### src/rtl/cascade_load_sequencer_pkg.sv
// Shared state encodings, header field positions and the header decoder
// for the host load stream sequencer.
package pkg_load_seq;

  localparam logic [2:0] ST_IDLE   = 3'd0;
  localparam logic [2:0] ST_HDR    = 3'd1;
  localparam logic [2:0] ST_STREAM = 3'd2;
  localparam logic [2:0] ST_DONE   = 3'd3;
  localparam logic [2:0] ST_ERR    = 3'd4;

  localparam int HDR_LAST_BIT = 63;
  localparam int HDR_ID_LSB   = 32;

  // Fields are held at their widest legal size; the caller slices them down.
  typedef struct packed {
    logic        last;
    logic [30:0] id;
    logic [31:0] count;
  } hdr_t;

  function automatic hdr_t decode_hdr(input logic [63:0] word,
                                      input int cnt_width,
                                      input int id_width);
    hdr_t        h;
    logic [31:0] cmask;
    logic [30:0] imask;
    cmask   = (cnt_width >= 32) ? '1 : ((32'd1 << cnt_width) - 32'd1);
    imask   = (31'd1 << id_width) - 31'd1;
    h.count = word[31:0] & cmask;
    h.id    = word[HDR_ID_LSB +: 31] & imask;
    h.last  = word[HDR_LAST_BIT];
    return h;
  endfunction

endpackage

### src/rtl/cascade_load_sequencer_mux.sv
// Steers host valid to the selected client and returns that client's accept.
// Purely combinational; idle (all zero) unless enabled.
module load_seq_mux #(
  parameter int NUM_CLIENTS = 4,
  parameter int SEL_WIDTH   = 4
) (
  input  logic                   en_i,
  input  logic [SEL_WIDTH-1:0]   sel_i,
  input  logic                   data_ready_i,
  input  logic [NUM_CLIENTS-1:0] cl_data_wanted_i,
  output logic [NUM_CLIENTS-1:0] cl_data_ready_o,
  output logic                   sel_wanted_o
);

  always_comb begin
    cl_data_ready_o = '0;
    sel_wanted_o    = 1'b0;
    for (int i = 0; i < NUM_CLIENTS; i++) begin
      if (en_i && (sel_i == SEL_WIDTH'(i))) begin
        cl_data_ready_o[i] = data_ready_i;
        sel_wanted_o       = cl_data_wanted_i[i];
      end
    end
  end

endmodule

### src/rtl/cascade_load_sequencer.sv
// Splits the host load stream into header-addressed segments and routes each
// payload word straight through to the named client, tracking per-client loaded.
module cascade_load_sequencer
  import pkg_load_seq::*;
#(
  parameter int NUM_CLIENTS = 4,
  parameter int CNT_WIDTH   = 24,
  parameter int ID_WIDTH    = 4
) (
  input  logic                   clk,
  input  logic                   reset,
  input  logic                   start,
  input  logic [63:0]            data,
  input  logic                   data_ready,
  output logic                   data_wanted,
  output logic [63:0]            cl_data,
  output logic [NUM_CLIENTS-1:0] cl_data_ready,
  input  logic [NUM_CLIENTS-1:0] cl_data_wanted,
  output logic [NUM_CLIENTS-1:0] loaded,
  output logic                   busy,
  output logic                   done,
  output logic                   err
);

  logic [2:0]             state_q,  state_d;
  logic [CNT_WIDTH-1:0]   cnt_q,    cnt_d;
  logic [ID_WIDTH-1:0]    sel_q,    sel_d;
  logic                   last_q,   last_d;
  logic [NUM_CLIENTS-1:0] loaded_q, loaded_d;

  hdr_t                   hdr;
  logic [CNT_WIDTH-1:0]   hdr_cnt;
  logic [ID_WIDTH-1:0]    hdr_id;
  logic                   hdr_id_ok;
  logic                   hdr_unused;
  logic [NUM_CLIENTS-1:0] hdr_mask;
  logic [NUM_CLIENTS-1:0] sel_mask;
  logic                   sel_wanted;
  logic                   xfer;

  assign hdr        = decode_hdr(data, CNT_WIDTH, ID_WIDTH);
  assign hdr_cnt    = hdr.count[CNT_WIDTH-1:0];
  assign hdr_id     = hdr.id[ID_WIDTH-1:0];
  assign hdr_id_ok  = ({1'b0, hdr.id} < 32'(NUM_CLIENTS));
  assign hdr_unused = ^hdr.count;

  always_comb begin
    hdr_mask = '0;
    sel_mask = '0;
    for (int i = 0; i < NUM_CLIENTS; i++) begin
      hdr_mask[i] = (hdr_id == ID_WIDTH'(i));
      sel_mask[i] = (sel_q == ID_WIDTH'(i));
    end
  end

  load_seq_mux #(
    .NUM_CLIENTS (NUM_CLIENTS),
    .SEL_WIDTH   (ID_WIDTH)
  ) u_mux (
    .en_i             (state_q == ST_STREAM),
    .sel_i            (sel_q),
    .data_ready_i     (data_ready),
    .cl_data_wanted_i (cl_data_wanted),
    .cl_data_ready_o  (cl_data_ready),
    .sel_wanted_o     (sel_wanted)
  );

  assign cl_data     = data;
  assign data_wanted = (state_q == ST_HDR) || ((state_q == ST_STREAM) && sel_wanted);
  assign xfer        = data_ready && data_wanted;
  assign loaded      = loaded_q;
  assign busy        = (state_q == ST_HDR) || (state_q == ST_STREAM);
  assign done        = (state_q == ST_DONE);
  assign err         = (state_q == ST_ERR);

  always_comb begin
    state_d  = state_q;
    cnt_d    = cnt_q;
    sel_d    = sel_q;
    last_d   = last_q;
    loaded_d = loaded_q;
    case (state_q)
      ST_IDLE, ST_DONE, ST_ERR: begin
        if (start) begin
          state_d  = ST_HDR;
          loaded_d = '0;
        end
      end
      ST_HDR: begin
        if (xfer) begin
          cnt_d  = hdr_cnt;
          sel_d  = hdr_id;
          last_d = hdr.last;
          if (!hdr_id_ok) begin
            state_d = ST_ERR;
          end else if (hdr_cnt == '0) begin
            loaded_d = loaded_q | hdr_mask;
            state_d  = hdr.last ? ST_DONE : ST_HDR;
          end else begin
            // A repeated id reloads that client, so its flag drops until refilled.
            loaded_d = loaded_q & ~hdr_mask;
            state_d  = ST_STREAM;
          end
        end
      end
      ST_STREAM: begin
        if (xfer) begin
          cnt_d = cnt_q - 1'b1;
          if (cnt_q == CNT_WIDTH'(1)) begin
            loaded_d = loaded_q | sel_mask;
            state_d  = last_q ? ST_DONE : ST_HDR;
          end
        end
      end
      default: state_d = ST_IDLE;
    endcase
  end

  always_ff @(posedge clk) begin
    if (reset) begin
      state_q  <= ST_IDLE;
      cnt_q    <= '0;
      sel_q    <= '0;
      last_q   <= 1'b0;
      loaded_q <= '0;
    end else begin
      state_q  <= state_d;
      cnt_q    <= cnt_d;
      sel_q    <= sel_d;
      last_q   <= last_d;
      loaded_q <= loaded_d;
    end
  end

endmodule

### config.mk
export PLATFORM = sky130hd
export DESIGN_NAME = cascade_load_sequencer
export DESIGN_NICKNAME = d
export VERILOG_FILES = /design/src/rtl/cascade_load_sequencer_pkg.sv /design/src/rtl/cascade_load_sequencer_mux.sv /design/src/rtl/cascade_load_sequencer.sv
export SDC_FILE = /design/constraint.sdc
export NUM_CORES = 1
export LEC_CHECK = 0
export ABC_CLOCK_PERIOD_IN_PS = 2600
export BUFFER_PORTS_ARGS = -buffer_cell sky130_fd_sc_hd__buf_4
export CORE_AREA = 2 2 114 116
export DETAILED_ROUTE_END_ITERATION = 8
export DIE_AREA = 0 0 116 118
export PLACE_DENSITY_LB_ADDON = 0.25
export SLEW_MARGIN = 40
export SYNTH_ARGS = -nofsm -noshare
export SYNTH_HDL_FRONTEND = slang
export SYNTH_SLANG_ARGS = --single-unit
### constraint.sdc
create_clock -name clk -period 2.6 [get_ports clk]
set_input_delay 0.13 -clock clk [delete_from_list [all_inputs] [get_ports clk]]
set_output_delay 0.13 -clock clk [all_outputs]
set_load 0.03 [all_outputs]
==> flow_metrics.py, run 1 <==
metrics = {
    "status": {
        "outcome": "completed",
    },
    "timing": {
        "min_period_ns": 2.11,
        "final_hold_viol_count": 0,
        "drv_slew": 0,
        "fin_crit_sh_pct": 81.0,
        "max_freq_mhz": 475,
        "rsz0062_at_grt": "false",
        "fin_skew_ns": 0.00736,
        "slew_headroom_pct": 51.5,
        "setup_viol": 0,
        "setup_tns_ns": 0,
        "worst_slew_pin_slew_ns": 0.721,
        "setup_slack_ns": 0.493,
    },
    "cts": {
        "holdBufCountCts": 0,
        "cts_tree": "yes",
        "clk_pin_slew_ns": 0.06,
        "cts_resized": 0,
        "clock_tree.htree_level_count": 2,
        "cts_sinks": 36,
        "clock_latency_ns": 0.28,
        "cts_buffer_depth": 2,
        "cts_buffers": 5,
        "post_cts_buffers": 0,
        "clockRootBuffer": "clkbuf_16",
    },
    "layout": {
        "final_cell_mix": "buf_4 (86), dfxtp_1 (36), nor2_1 (31)",
        "nNetsFinal": 474,
        "antenna_cells": 0,
        "area_growth_pct": 12.8,
        "layout_commonest_cell": "buf_4",
        "drive_above_1_share_pct": 28.0,
        "final.fill_count": 1380,
    },
    "worst_setup_path": {
        "path_max_fanout": 13,
        "startpoint_type": "register",
        "arrival_ns": 1.98,
        "end_kind": "output pin",
        "required_ns": 2.47,
        "path_class": "register to output pin",
    },
    "floorplan": {
        "chipWidth_um": 116,
        "dieArea_um2": 13700,
        "ios": 148,
        "fp.dieH_um": 118,
        "core-area_um2": 12400,
        "fp-row-count": 41,
        "initial_utilization_pct": 24.6,
    },
    "hold_path": {
        "hp-class": "input port to register",
    },
    "drt": {
        "viasPerCell": 5.04,
        "wl_per_cell_um": 15.8,
        "drtIter0Drc": 200,
        "drcViolationCount": 0,
        "drtAntennaViolNets": 0,
        "num_vias": 2882,
        "totalWireLength_um": 9020,
        "drt-pass1-iter-count": 4,
    },
    "yosys": {
        "synth.cell_area_um2": 3050,
        "ys.warnings.count": 0,
        "seq_area_frac_synth_pct": 23.6,
        "async_flop_share_pct": 0,
        "yosysUniqueCellTypes": 57,
        "synth_seq_cells": 36,
        "avgSynthCellArea_um2": 7.70,
        "syn_nets": 470,
        "netlist_instances": 396,
        "synth_edf_count": 0,
        "synth_flop_cell": "dfxtp_1",
    },
    "placed_design": {
        "place_ws_ns": 0.603,
        "gp_congestion": 0.831,
        "portBuffers": 77,
        "dp_hpwl_um": 6600,
    },
    "global_route": {
        "grt_overflow": 0,
        "antenna_found_initial": 0,
        "first_global_vias": 2819,
        "grt_max_degree": 44,
        "grt_pass1_wl_um": 14700,
        "grt_use_total_pct": 13.4,
    },
    "power_and_ir_drop": {
        "p_leak_nw": 1.32,
        "ir_worst_vdd_v": 0.000378,
        "power_density_nw_per_um2": 1040,
        "p_total_mw": 3.59,
    },
    "flow_run": {
        "cap_violations": 0,
    },
}
-- final timing paths --
path,from,to,slack (ns),depth (start not counted)
setup / recovery,state_q[1],cl_data_ready[1],0.49,6
hold / removal,data[63],last_q,0.13,3
setup reg to reg,cnt_q[4],loaded[2],0.57,5
hold reg to reg,cnt_q[19],cnt_q[19],0.49,2
-- cells in the mapped netlist (11+ instances only) --
cell type   n  area share [%]
a21oi_1    28             4.6
a31oi_1    11             2.3
buf_2      11             1.8
buf_4      67              16
dfxtp_1    36              24
nand2_1    27             3.3
nand3_1    13             2.1
nor2_1     31             3.8
nor3_1     12             2.0
o21ai_0    14             2.3
o21ai_1    14             2.3
-- area by class of cell --
cell class / count / area, um2 / share of cell area [%]
Multi-Input combinational cell: 262 / 1670 / 48.6
Sequential cell: 36 / 721 / 20.9
Timing Repair Buffer: 86 / 646 / 18.8
Tap cell: 172 / 215 / 6.25
Clock buffer: 7 / 153 / 4.44
Inverter: 9 / 33.8 / 0.982
-- critical path, cell delays in order (launching register included) --
cell and delay [ns]:
dfxtp_1 0.33, buf_4 0.18, or3b_1 0.39, nor3_1 0.26
nand2_1 0.16, nor3_1 0.19, buf_4 0.20
-- cells by family after synthesis --
family	count (synthesis)	share of synthesized area, %
AO/OA/AOI/OAI	117	26.1
AND/OR/NAND/NOR	137	25.3
flip-flops	36	23.6
buffers and inverters	98	21.7
multiplexers	6	2.38
adder cells (fa/ha/maj)	2	0.820
-- routing by layer --
metal	part of all wire [%]	track usage (%)
met4	1.6	4.69
met5	0	0
met2	46	21.1
met3	6.7	2.78
met1	46	18.0
-- registers in the layout, indices dropped and copies added, names as in the netlist --
signal and count:
state_q 3, loaded 4, sel_q 4, cnt_q 24, last_q 1
-- stage by stage --
| stage | instance area (um2) | cells | util (%) | hold slack, ns |
|---|---|---|---|---|
| global route | 3440 | 572 | 27.7 | 0.170 |
| floorplan | 3050 | 396 | - | 0.269 |
| detailed placement | 3290 | 565 | 26.5 | 0.260 |
| finish | 3440 | 572 | 27.7 | 0.134 |
| CTS | 3440 | 572 | 27.7 | 0.133 |
| global placement | 3290 | 565 | 26.5 | 0.260 |
-- where the power goes --
group	internal, mW	leakage (nW)	total [mW]	switching (mW)
Sequential	0.693	0.294	0.876	0.183
Combinational	0.744	0.950	2.07	1.33
Clock	0.403	0.0760	0.639	0.236
Total	1.84	1.32	3.59	1.75
(Power assumes the default switching activity.)
==> run 2: changes to the inputs <==
ABC_CLOCK_PERIOD_IN_PS = 1910   (was 2600)
clock period = 1.91 ns   (was 2.6 ns; I/O delays follow)
==> run 2 against run 1 <==
  * Routed wire length is 4.0% higher
  * Design area is 11% higher
  * Worst hold slack worse by 0.046 ns
  * Utilization is 3.0 points higher
  * Critical path type unchanged
  * Highest routed layer unchanged
  * Sequential power is 38% higher
  * Critical path depth is 1 lower
  * Worst setup slack worse by 0.42 ns
  * Cell count is 5.2% higher
==> flow_metrics.py, run 2 (synthesis gave the netlist of run 1 again) <==
metrics = {
    "timing": {
        "fin_crit_sh_pct": 96.3,
        "fin_skew_ns": 0.00641,
        "final_hold_viol_count": 0,
        "drv_slew": 0,
        "holdWs_ns": 0.0877,
        "worst_slew_pin_slew_ns": 0.637,
        "min_period_ns": 1.84,
        "setup_viol": 0,
        "setup_slack_ns": 0.0697,
        "slew_headroom_pct": 57.1,
        "max_freq_mhz": 543,
        "setup_tns_ns": 0,
    },
    "drt": {
        "num_vias": 2960,
        "viasPerCell": 4.92,
        "drcViolationCount": 0,
        "drt-pass1-iter-count": 4,
        "totalWireLength_um": 9390,
        "drtIter0Drc": 101,
        "drtAntennaViolNets": 0,
        "wl_per_cell_um": 15.6,
    },
    "layout": {
        "final_cell_mix": "buf_4 (112), dfxtp_1 (32), nor2_1 (31)",
        "final.fill_count": 1366,
        "largest_reg_flops": 24,
        "final_cells": 602,
        "antenna_cells": 0,
        "drive_above_1_share_pct": 36.5,
        "postLayoutCoreUtil_pct": 30.7,
        "layout_commonest_cell": "buf_4",
        "area_growth_pct": 25.0,
        "nNetsFinal": 503,
        "largest_register": "cnt_q",
    },
    "global_route": {
        "antenna_found_initial": 0,
        "grt_overflow": 0,
        "grt_use_total_pct": 13.8,
        "first_global_vias": 2866,
        "grt_pass1_wl_um": 15100,
        "grt_max_degree": 39,
    },
    "worst_setup_path": {
        "path_cells": "or3b_4, nor3_4, nand2_2, nor3_4, buf_4",
        "cp_top_family": "simple AND/OR/NAND/NOR gates",
        "crit_top_cell": "nor3_4",
        "slowest_stage": "or3b_4",
        "cp.buffers_inverters": 1,
        "startpoint_type": "register",
        "end_kind": "output pin",
        "path_max_fanout": 6,
        "path_class": "register to output pin",
        "arrival_ns": 1.74,
        "slowest_delay_ns": 0.45,
        "required_ns": 1.81,
    },
    "cts": {
        "clock_latency_ns": 0.28,
        "cts_tree": "yes",
        "cts_sinks": 36,
        "holdBufCountCts": 0,
        "clockRootBuffer": "clkbuf_16",
        "clock_tree.htree_level_count": 2,
        "cts_buffer_depth": 2,
        "post_cts_buffers": 0,
        "clk_pin_slew_ns": 0.06,
        "cts_buffers": 5,
    },
    "floorplan": {
        "fp-row-count": 41,
        "fp.dieH_um": 118,
        "chipWidth_um": 116,
        "dieArea_um2": 13700,
        "core-area_um2": 12400,
        "ios": 148,
        "initial_utilization_pct": 24.6,
    },
    "power_and_ir_drop": {
        "clockPowerShare_pct": 16.9,
        "p_leak_nw": 1.50,
        "power_density_nw_per_um2": 1460,
        "p_switching_mw": 2.56,
        "ir_worst_vdd_v": 0.000630,
        "switching_share_pct": 45.9,
        "combPwrFrac_pct": 61.3,
        "intPower_mw": 3.01,
        "p_seq_share_pct": 21.8,
    },
    "hold_path": {
        "hp-class": "input port to register",
    },
    "placed_design": {
        "gp_congestion": 0.772,
        "place_ws_ns": 0.0150,
        "portBuffers": 77,
        "dp_cells": 594,
        "dp_hpwl_um": 7080,
    },
    "status": {
        "outcome": "completed",
    },
    "flow_run": {
        "cap_violations": 0,
    },
}
run 2: cell count changes in the layout (fill, tap and decap cells not counted), sizes merged:
cell    previous run  this run
buf               86       115
bufinv             0         1
clkbuf             7         6
clkinv             0         1
run 2: metrics by stage:
stage	cell area [um2]	power, mW
after floorplan	3050	3.45
after global placement	3540	4.48
after detailed placement	3540	4.50
after CTS	3720	5.48
after global routing	3810	6.00
final	3810	5.57
run 2: worst reg2reg max path, cell delays in order, from the launching register on:
cell	delay (ns)
dfxtp_1	0.35
mux4_2	0.57
a41o_4	0.34
buf_4	0.16
a211oi_1	0.22
a211oi_1	0.08
run 2: what timing repair did:
item	4_1_cts	5_1_grt
endpoints found under the setup margin	4	11
hold endpoints to repair	0	0
pin swaps	0	2
resized for setup	5	16
run 2: worst paths after layout:
check / startpoint / endpoint / slack [ns] / cells past startpoint
setup / recovery: state_q[1] / cl_data_ready[0] / 0.07 / 5
hold / removal: data[63] / last_q / 0.09 / 3
setup reg to reg: sel_q[0] / loaded[3] / 0.08 / 5
hold reg to reg: cnt_q[6] / cnt_q[6] / 0.48 / 2
run 2: per-layer routing:
layer	global-route usage, %	share of wire, %
met2	21.3	46
met4	4.39	1.3
met3	2.63	4.9
met1	19.2	48
met5	0	0
run 2: power by group through the flow:
| stage | Combinational (mW) | Clock, mW | Sequential (mW) |
|---|---|---|---|
| 2_1_floorplan | 2.25 | 0 | 1.20 |
| 3_3_place_gp | 3.28 | 0 | 1.20 |
| 3_5_place_dp | 3.30 | 0 | 1.20 |
| 4_1_cts | 3.32 | 0.970 | 1.19 |
| 5_1_grt | 3.75 | 1.01 | 1.24 |
| 6_report | 3.41 | 0.943 | 1.21 |
run 2: final cells by class:
class	instances	area [um2]	share of cell area, %
multi-input cells	262	1770	46.5
repair buffers	115	901	23.6
flip-flops and latches	36	726	19.0
well taps	172	215	5.64
clock buffers	6	129	3.38
clock inverters	2	35.0	0.919
inverters	9	33.8	0.886
